==> src/rtl/regfile_rename_pkg.sv <==
// Shared widths and constants for the architectural register file with rename tags.
package regfile_rename_pkg;

    localparam int REG_NUM        = 32;
    localparam int REG_ADDR_WIDTH = 5;
    localparam int DATA_WIDTH     = 32;
    localparam int TAG_WIDTH      = 4;
    localparam int ROB_SIZE       = 1 << TAG_WIDTH;

    localparam logic [REG_ADDR_WIDTH-1:0] ZERO_REG = '0;

    typedef struct packed {
        logic                  busy;
        logic [TAG_WIDTH-1:0]  tag;
        logic [DATA_WIDTH-1:0] data;
    } rd_resp_t;

endpackage

==> src/rtl/regfile_read_port.sv <==
// Combinational operand read: stored value/tag, x0 forced to zero, and a bypass
// of a same-cycle commit that resolves the pending tag.
module regfile_read_port
    import regfile_rename_pkg::*;
(
    input  logic [REG_ADDR_WIDTH-1:0]              addr,
    input  logic [REG_NUM-1:0][DATA_WIDTH-1:0]     data_q,
    input  logic [REG_NUM-1:0]                     busy_q,
    input  logic [REG_NUM-1:0][TAG_WIDTH-1:0]      tag_q,
    input  logic                                   if_commit,
    input  logic [REG_ADDR_WIDTH-1:0]              pos_commit,
    input  logic [DATA_WIDTH-1:0]                  data_commit,
    input  logic [TAG_WIDTH-1:0]                   tag_commit,
    output logic                                   busy,
    output logic [DATA_WIDTH-1:0]                  data,
    output logic [TAG_WIDTH-1:0]                   tag
);

    rd_resp_t resp;

    always_comb begin
        resp = '0;
        if (addr != ZERO_REG) begin
            resp.busy = busy_q[addr];
            resp.tag  = tag_q[addr];
            resp.data = data_q[addr];
            // Only the commit that owns the pending tag may resolve it early.
            if (if_commit && pos_commit == addr && busy_q[addr] &&
                tag_q[addr] == tag_commit) begin
                resp.busy = 1'b0;
                resp.data = data_commit;
            end
        end
    end

    assign busy = resp.busy;
    assign data = resp.data;
    assign tag  = resp.tag;

endmodule

==> src/rtl/regfile_rename.sv <==
// Architectural register file with per-register ROB rename tags: two bypassed
// read ports, one rename port, one commit port, and flush on misprediction.
module regfile_rename
    import regfile_rename_pkg::*;
(
    input  logic                      clk,
    input  logic                      rst,
    input  logic                      rdy,
    input  logic [REG_ADDR_WIDTH-1:0] rs1_addr,
    output logic                      rs1_busy,
    output logic [DATA_WIDTH-1:0]     rs1_data,
    output logic [TAG_WIDTH-1:0]      rs1_tag,
    input  logic [REG_ADDR_WIDTH-1:0] rs2_addr,
    output logic                      rs2_busy,
    output logic [DATA_WIDTH-1:0]     rs2_data,
    output logic [TAG_WIDTH-1:0]      rs2_tag,
    input  logic                      rename_en,
    input  logic [REG_ADDR_WIDTH-1:0] rename_rd,
    input  logic [TAG_WIDTH-1:0]      rename_tag,
    input  logic                      if_commit,
    input  logic [REG_ADDR_WIDTH-1:0] pos_commit,
    input  logic [DATA_WIDTH-1:0]     data_commit,
    input  logic [TAG_WIDTH-1:0]      tag_commit,
    input  logic                      flush
);

    logic [REG_NUM-1:0][DATA_WIDTH-1:0] data_q;
    logic [REG_NUM-1:0]                 busy_q;
    logic [REG_NUM-1:0][TAG_WIDTH-1:0]  tag_q;

    logic [REG_NUM-1:0] commit_hit;
    logic [REG_NUM-1:0] rename_hit;

    // One-hot decode; bit 0 stays low so x0 is never written.
    always_comb begin
        commit_hit = '0;
        rename_hit = '0;
        for (int i = 1; i < REG_NUM; i++) begin
            commit_hit[i] = if_commit && pos_commit == REG_ADDR_WIDTH'(i);
            rename_hit[i] = rename_en && rename_rd == REG_ADDR_WIDTH'(i);
        end
    end

    always_ff @(posedge clk or negedge rst) begin
        if (!rst) begin
            data_q <= '0;
            busy_q <= '0;
            tag_q  <= '0;
        end else if (rdy) begin
            for (int i = 1; i < REG_NUM; i++) begin
                // In-order commit: data is always architecturally correct.
                if (commit_hit[i])
                    data_q[i] <= data_commit;
                if (flush) begin
                    busy_q[i] <= 1'b0;
                end else if (rename_hit[i]) begin
                    busy_q[i] <= 1'b1;
                    tag_q[i]  <= rename_tag;
                end else if (commit_hit[i] && tag_q[i] == tag_commit) begin
                    busy_q[i] <= 1'b0;
                end
            end
        end
    end

    regfile_read_port u_rs1 (
        .addr        (rs1_addr),
        .data_q      (data_q),
        .busy_q      (busy_q),
        .tag_q       (tag_q),
        .if_commit   (if_commit),
        .pos_commit  (pos_commit),
        .data_commit (data_commit),
        .tag_commit  (tag_commit),
        .busy        (rs1_busy),
        .data        (rs1_data),
        .tag         (rs1_tag)
    );

    regfile_read_port u_rs2 (
        .addr        (rs2_addr),
        .data_q      (data_q),
        .busy_q      (busy_q),
        .tag_q       (tag_q),
        .if_commit   (if_commit),
        .pos_commit  (pos_commit),
        .data_commit (data_commit),
        .tag_commit  (tag_commit),
        .busy        (rs2_busy),
        .data        (rs2_data),
        .tag         (rs2_tag)
    );

endmodule

==> config.mk <==
export PLATFORM = sky130hd
export DESIGN_NAME = regfile_rename
export DESIGN_NICKNAME = d
export VERILOG_FILES = /design/src/rtl/regfile_rename_pkg.sv /design/src/rtl/regfile_read_port.sv /design/src/rtl/regfile_rename.sv
export SDC_FILE = /design/constraint.sdc
export NUM_CORES = 2
export LEC_CHECK = 0
export BUFFER_PORTS_ARGS = -buffer_cell sky130_fd_sc_hd__buf_2
export CAP_MARGIN = 0
export CORE_AREA = 2 2 361 363
export DETAILED_ROUTE_END_ITERATION = 10
export DIE_AREA = 0 0 363 365
export PLACE_DENSITY = 0.61
export REMOVE_ABC_BUFFERS = 1
export SYNTH_ARGS = -nofsm -noshare
export SYNTH_HDL_FRONTEND = slang
export SYNTH_SLANG_ARGS = --single-unit
export TNS_END_PERCENT = 100
==> constraint.sdc <==
create_clock -name clk -period 8.3 [get_ports clk]
set_input_delay 1.245 -clock clk [delete_from_list [all_inputs] [get_ports clk]]
set_output_delay 1.245 -clock clk [all_outputs]
set_load 0.01 [all_outputs]
Word-level counts from Yosys, hierarchy flattened
Index checks and enable logic that the tools add are counted.
W data, S select, Z words.

word-level totals
  register bits = 1147
  bits in latches = 0
  bits in writable memories = 0
  ROM bits = 0
  input bits = 66
  output and inout port bits = 74
  word-level logic and storage cells = 529
  memories kept = 0

cells by class
  add/sub/neg operators = 0
  $mul = 0
  div/mod/pow operators = 0
  order comparisons = 2
  equal/unequal tests = 97
  shift-type cells = 0
  multiplexer cells = 111
  bitwise logic cells = 1
  reduce and logical (&&, ||, !) cells = 225

operators with widths
  cell                  count
  $bmux W32 S5          2
  $eq A5 B5 Y1 const B  32
  $eq A4 B4 Y1          33
  $mux W32              4
  $reduce_and A2 Y1     62
  $logic_and A1 B1 Y1   99
  $mux W1               97
  $reduce_and A3 Y1     31
  $reduce_bool A3 Y1    31
  $eq A5 B4 Y1 const B  16
  $mux W37              2
  $bmux W4 S5           2
  $eq A5 B3 Y1 const B  8
  $eq A5 B2 Y1 const B  4
  $lt A5 B6 Y1 const B  2
  $bmux W1 S5           2
  $eq A5 B1 Y1 const B  2
  $eq A5 B5 Y1          2
  $reduce_bool A5 Y1    2
  $mux W4               2
  $not A1 Y1            1

Longest topological paths before layout
  depth after elaboration = 6
  depth in mapped cells = 13
  mapped depth without buffers = 7

Modules after synthesis
From an unflattened synthesis, not the netlist that was laid out.

unflattened totals
  cells, all modules = 4225
  area, all modules = 66585.1 um2

modules (own cells, without submodules)
  module             times used  cells an instance  area each (um2)  seq. area each (um2)
  regfile_rename     1           2871               46355.7          28702.5
  regfile_read_port  2           677                10114.7          0.0

Worst setup path after synthesis
Ideal clock, no wire load.

  kind = input to output
  start point = input rs2_addr[1]
  end point = output rs2_data[12]
  arrival time = 4.136 ns
  data required time = 7.055 ns
  slack = 2.919 ns
  cell stages on the path = 11
  path buffers = 6
  cell sequence = buf_2 buf_2 buf_2 clkbuf_1 buf_2 buf_1 mux4_2 mux4_2 nor2_1 nor2_1 mux2_2

between the ends
  cells in the longest elaborated chain, start to end = 6
  elaborated cells between the ends (all ways) = 14
  classes of those cells = 2 x eq/ne; 8 x mux; 4 x reduce/logical

RTL lines
  item                                                         line                                              RTL
  start, declared                                              regfile_rename.sv:13                              input logic [REG_ADDR_WIDTH-1:0] rs2_addr,
  $bmux W4 S5, or another cell as far along                    regfile_read_port.sv:29                           tag_q[addr] == tag_commit) begin
  $mux W4 (not written as such), or another cell as far along  regfile_read_port.sv:29
  $eq A4 B4 Y1 or $logic_and A1 B1 Y1 (tied branches)          regfile_read_port.sv:29, regfile_read_port.sv:28
  $logic_and A1 B1 Y1                                          regfile_read_port.sv:28                           if (if_commit && pos_commit == addr && busy_q[addr] &&
  $mux W32                                                     regfile_read_port.sv:28
  $mux W37 (*)                                                 regfile_read_port.sv:23                           if (addr != ZERO_REG) begin
  end, declared                                                regfile_rename.sv:15                              output logic [DATA_WIDTH-1:0] rs2_data,

Mark *: on every way between the ends. The rest lies on a longest branch, timed or not. The select of a mux whose other input is x is not followed.

Final worst setup path
  start point = input rs1_addr[0]
  end point = output rs1_data[6]

between the ends
  cells in the longest elaborated chain, start to end = 6
  elaborated cells between the ends (all ways) = 14
  classes of those cells = 2 x eq/ne; 8 x mux; 4 x reduce/logical

RTL lines
  item                                                         line                                              RTL
  start, declared                                              regfile_rename.sv:9                               input logic [REG_ADDR_WIDTH-1:0] rs1_addr,
  $bmux W4 S5, or another cell as far along                    regfile_read_port.sv:29
  $mux W4 (not written as such), or another cell as far along  regfile_read_port.sv:29
  $eq A4 B4 Y1 or $logic_and A1 B1 Y1 (tied branches)          regfile_read_port.sv:29, regfile_read_port.sv:28
  $logic_and A1 B1 Y1                                          regfile_read_port.sv:28
  $mux W32                                                     regfile_read_port.sv:28
  $mux W37 (*)                                                 regfile_read_port.sv:23
  end, declared                                                regfile_rename.sv:11                              output logic [DATA_WIDTH-1:0] rs1_data,

Marks and branches as above.

==> metrics.yaml <==
ff2ff_setup_slack_ps: 6790
netlist_instances: 4281
syn_area_mm2: 0.06373
via_per_inst: 6.679
first_pass_iters: 5
min_path_type: "input port to asynchronous set/reset pin"
powerDensity_mw_per_mm2: 222.2
avgSynthCellArea_um2: 14.89
synth_edf_count: 0
ys_ff_latch: 1147
hold_buffers: 0
finalWirelength_mm: 197.2
p_leak_nw: 31.42
place_inst: 5746
drv_cap: 0
path_max_fanout: 57
rr_startpoint: "tag_q[52]"
setup_tns_ps: 0
ys.flop_type: "dfrtp_1"
rows: 132
stdcell_count: 5993
postRouteAntennaNets: 0
tightest_slew_ps: 1380
antenna_found_initial: 4
grt_pass1_vias: 41190
clk_path_buf_depth: 3
pin_count: 140
slew_violations: 0
yosys.area_share.simple: 0.03068
h-tree-depth: 4
drtIter0Drc: 3537
cts_tree: "yes"
cts_setup_buffers: 0
hpwl_mm: 112.5
grt_pass1_wl_mm: 292.2
cts_resized: 0
critical_path_required_ps: 7050
final_core_util: 0.5487
synthAdderAreaFrac: 0
hold_viol: 0
worstSetupStartpointType: "input port"
post-route-period-util: 0.7658
max_slew_margin: 0.07268
ys_seq_area_frac: 0.4504
final_nets: 4275
status: "finished, final reports clean"
drive_gt1_frac: 0.5418
ir_drop_mv: 0.2261
rsz0062_at_grt: "no"
num_vias: 40030
multi_input_area_mm2: 0.03350
synth_cell_types: 53
die_h_um: 365
r2r_cells: 4
hold-worst-slack_ps: 490.4
synth_xor_area_frac: 0.01938
synth.mux.area_fraction: 0.4506
max_freq_mhz: 157.3
finalSetupViolCount: 0
critPathArrivalTime_ps: 5110
die_x_um: 363
fill_cells: 10480
gr-usage-all-layers: 0.3042
finClkSkew_ps: 21.97
die-area_mm2: 0.1325
yosysWarnings: 37
crit_type: "input port to primary output"
start_util: 0.4954
gr-total-overflow: 0
grt_max_degree: 156
clkLatencyLatePin_ps: 780
synth_top_family_by_area: "multiplexers"
min_period_ps: 6356
synthArstFlopShare: 1.000
area_growth_pct: 10.77
cts_made_buffers: 136
cts-root-buf: "clkbuf_16"
place_congestion: 0.8775
r2r_end: "busy_q[13]"
synth_compound_area_frac: 0.02073
portBuffers: 139
avgRoutedWirePerCell_um: 32.90
coreArea_mm2: 0.1287
path_clk_slew_ps: 60
drc: 0
seq_area_mm2: 0.02870
cts_sinks: 1147
end_kind: "primary output"
## critical path: stages
cell    delay, ps
buf_8         480
mux4_1        640
mux4_2        490
a22o_1        230
xor2_1        150
or4_4         780
buf_4         360
mux2_4        380
buf_2         140
## worst max path at each step
stage	startpoint	endpoint	slack (ps)	depth (start not counted)
global placement	rs1_addr[0]	rs1_data[24]	1980	9
CTS	rs1_addr[0]	rs1_data[6]	1920	9
floorplan	rs1_addr[3]	rs1_data[10]	1390	7
global route	rs1_addr[0]	rs1_data[5]	1850	9
finish	rs1_addr[0]	rs1_data[6]	1940	9
detailed placement	rs1_addr[0]	rs1_data[24]	1910	9
## synthesized netlist by cell type, drive strengths merged (11+ instances only)
cell type	number	area (um2)
dfrtp	1147	28700
nand2	101	379.1
nand3	26	130.1
buf	123	604.3
clkbuf	309	1160
a221oi	27	236.5
mux2	1223	13880
mux2i	80	800.8
o211ai	20	150.1
nor2b	14	87.58
a31o	17	148.9
a22o	36	315.3
xor2	86	753.2
o21ai	27	135.1
nor2	235	882.1
nor4	21	131.4
mux4	623	14030
nand4	12	75.07
a21oi	11	55.05
xnor2	55	481.7
## area by class of cell
| class | count | area share |
|---|---|---|
| multi-input combinational | 2692 | 0.4745 |
| tap | 1675 | 0.02969 |
| clock buffer | 212 | 0.05948 |
| antenna | 1 | 0.00003545 |
| inverter | 10 | 0.0006203 |
| sequential | 1147 | 0.4066 |
| clock inverter | 34 | 0.006841 |
| timing repair buffer | 222 | 0.02224 |
## cells by family after synthesis
group,Yosys count
AO/OA/AOI/OAI,174
flip-flops,1147
multiplexers,1926
buffers and inverters,442
XOR/XNOR,141
AND/OR/NAND/NOR,451
## sequential cells by signal, indices dropped and copies added, names as in the netlist
signal,cells
busy_q,31
data_q,992
tag_q,124
## cell usage in the layout, fill, tap and decap left out, drive strengths merged, types with 13 or more instances in the layout
cell	Yosys	final
mux4	623	623
o211ai	20	20
dfrtp	1147	1147
nor2b	14	14
a22o	36	36
a31o	17	17
a221oi	27	27
nor4	21	21
clkinv	4	20
nor2	235	235
nand2	101	101
nand3	26	26
xnor2	55	55
mux2	1223	1223
buf	123	221
mux2i	80	80
xor2	86	86
o21ai	27	27
inv	6	13
clkbuf	309	213
## layer usage
layer  vias to the layer above  share of wire  wire (um)  GRT usage
li1                      16280              -          -          -
met1                     21760           0.42      83430     0.4306
met2                      1648           0.47      92100     0.4759
met3                       337          0.073      14400    0.05308
met4                         0          0.037       7213     0.1096
met5                         -              0          0          0
## per-stage QoR
stage	setup WS, ps	instance area [um2]	power [W]
after floorplan	1394	61970	0.008506
after global placement	1979	65910	0.009472
after detailed placement	1913	65910	0.009542
after CTS	1922	70590	0.01579
after global routing	1850	70590	0.01631
final	1944	70600	0.01568
## power breakdown
part           leakage [nW]  switching (W)  internal [W]
Clock                  2.30        0.00244       0.00379
Combinational          13.8        0.00111       0.00152
Sequential             15.3       0.000530       0.00629
Note: power is estimated with default switching activity, not from simulation.
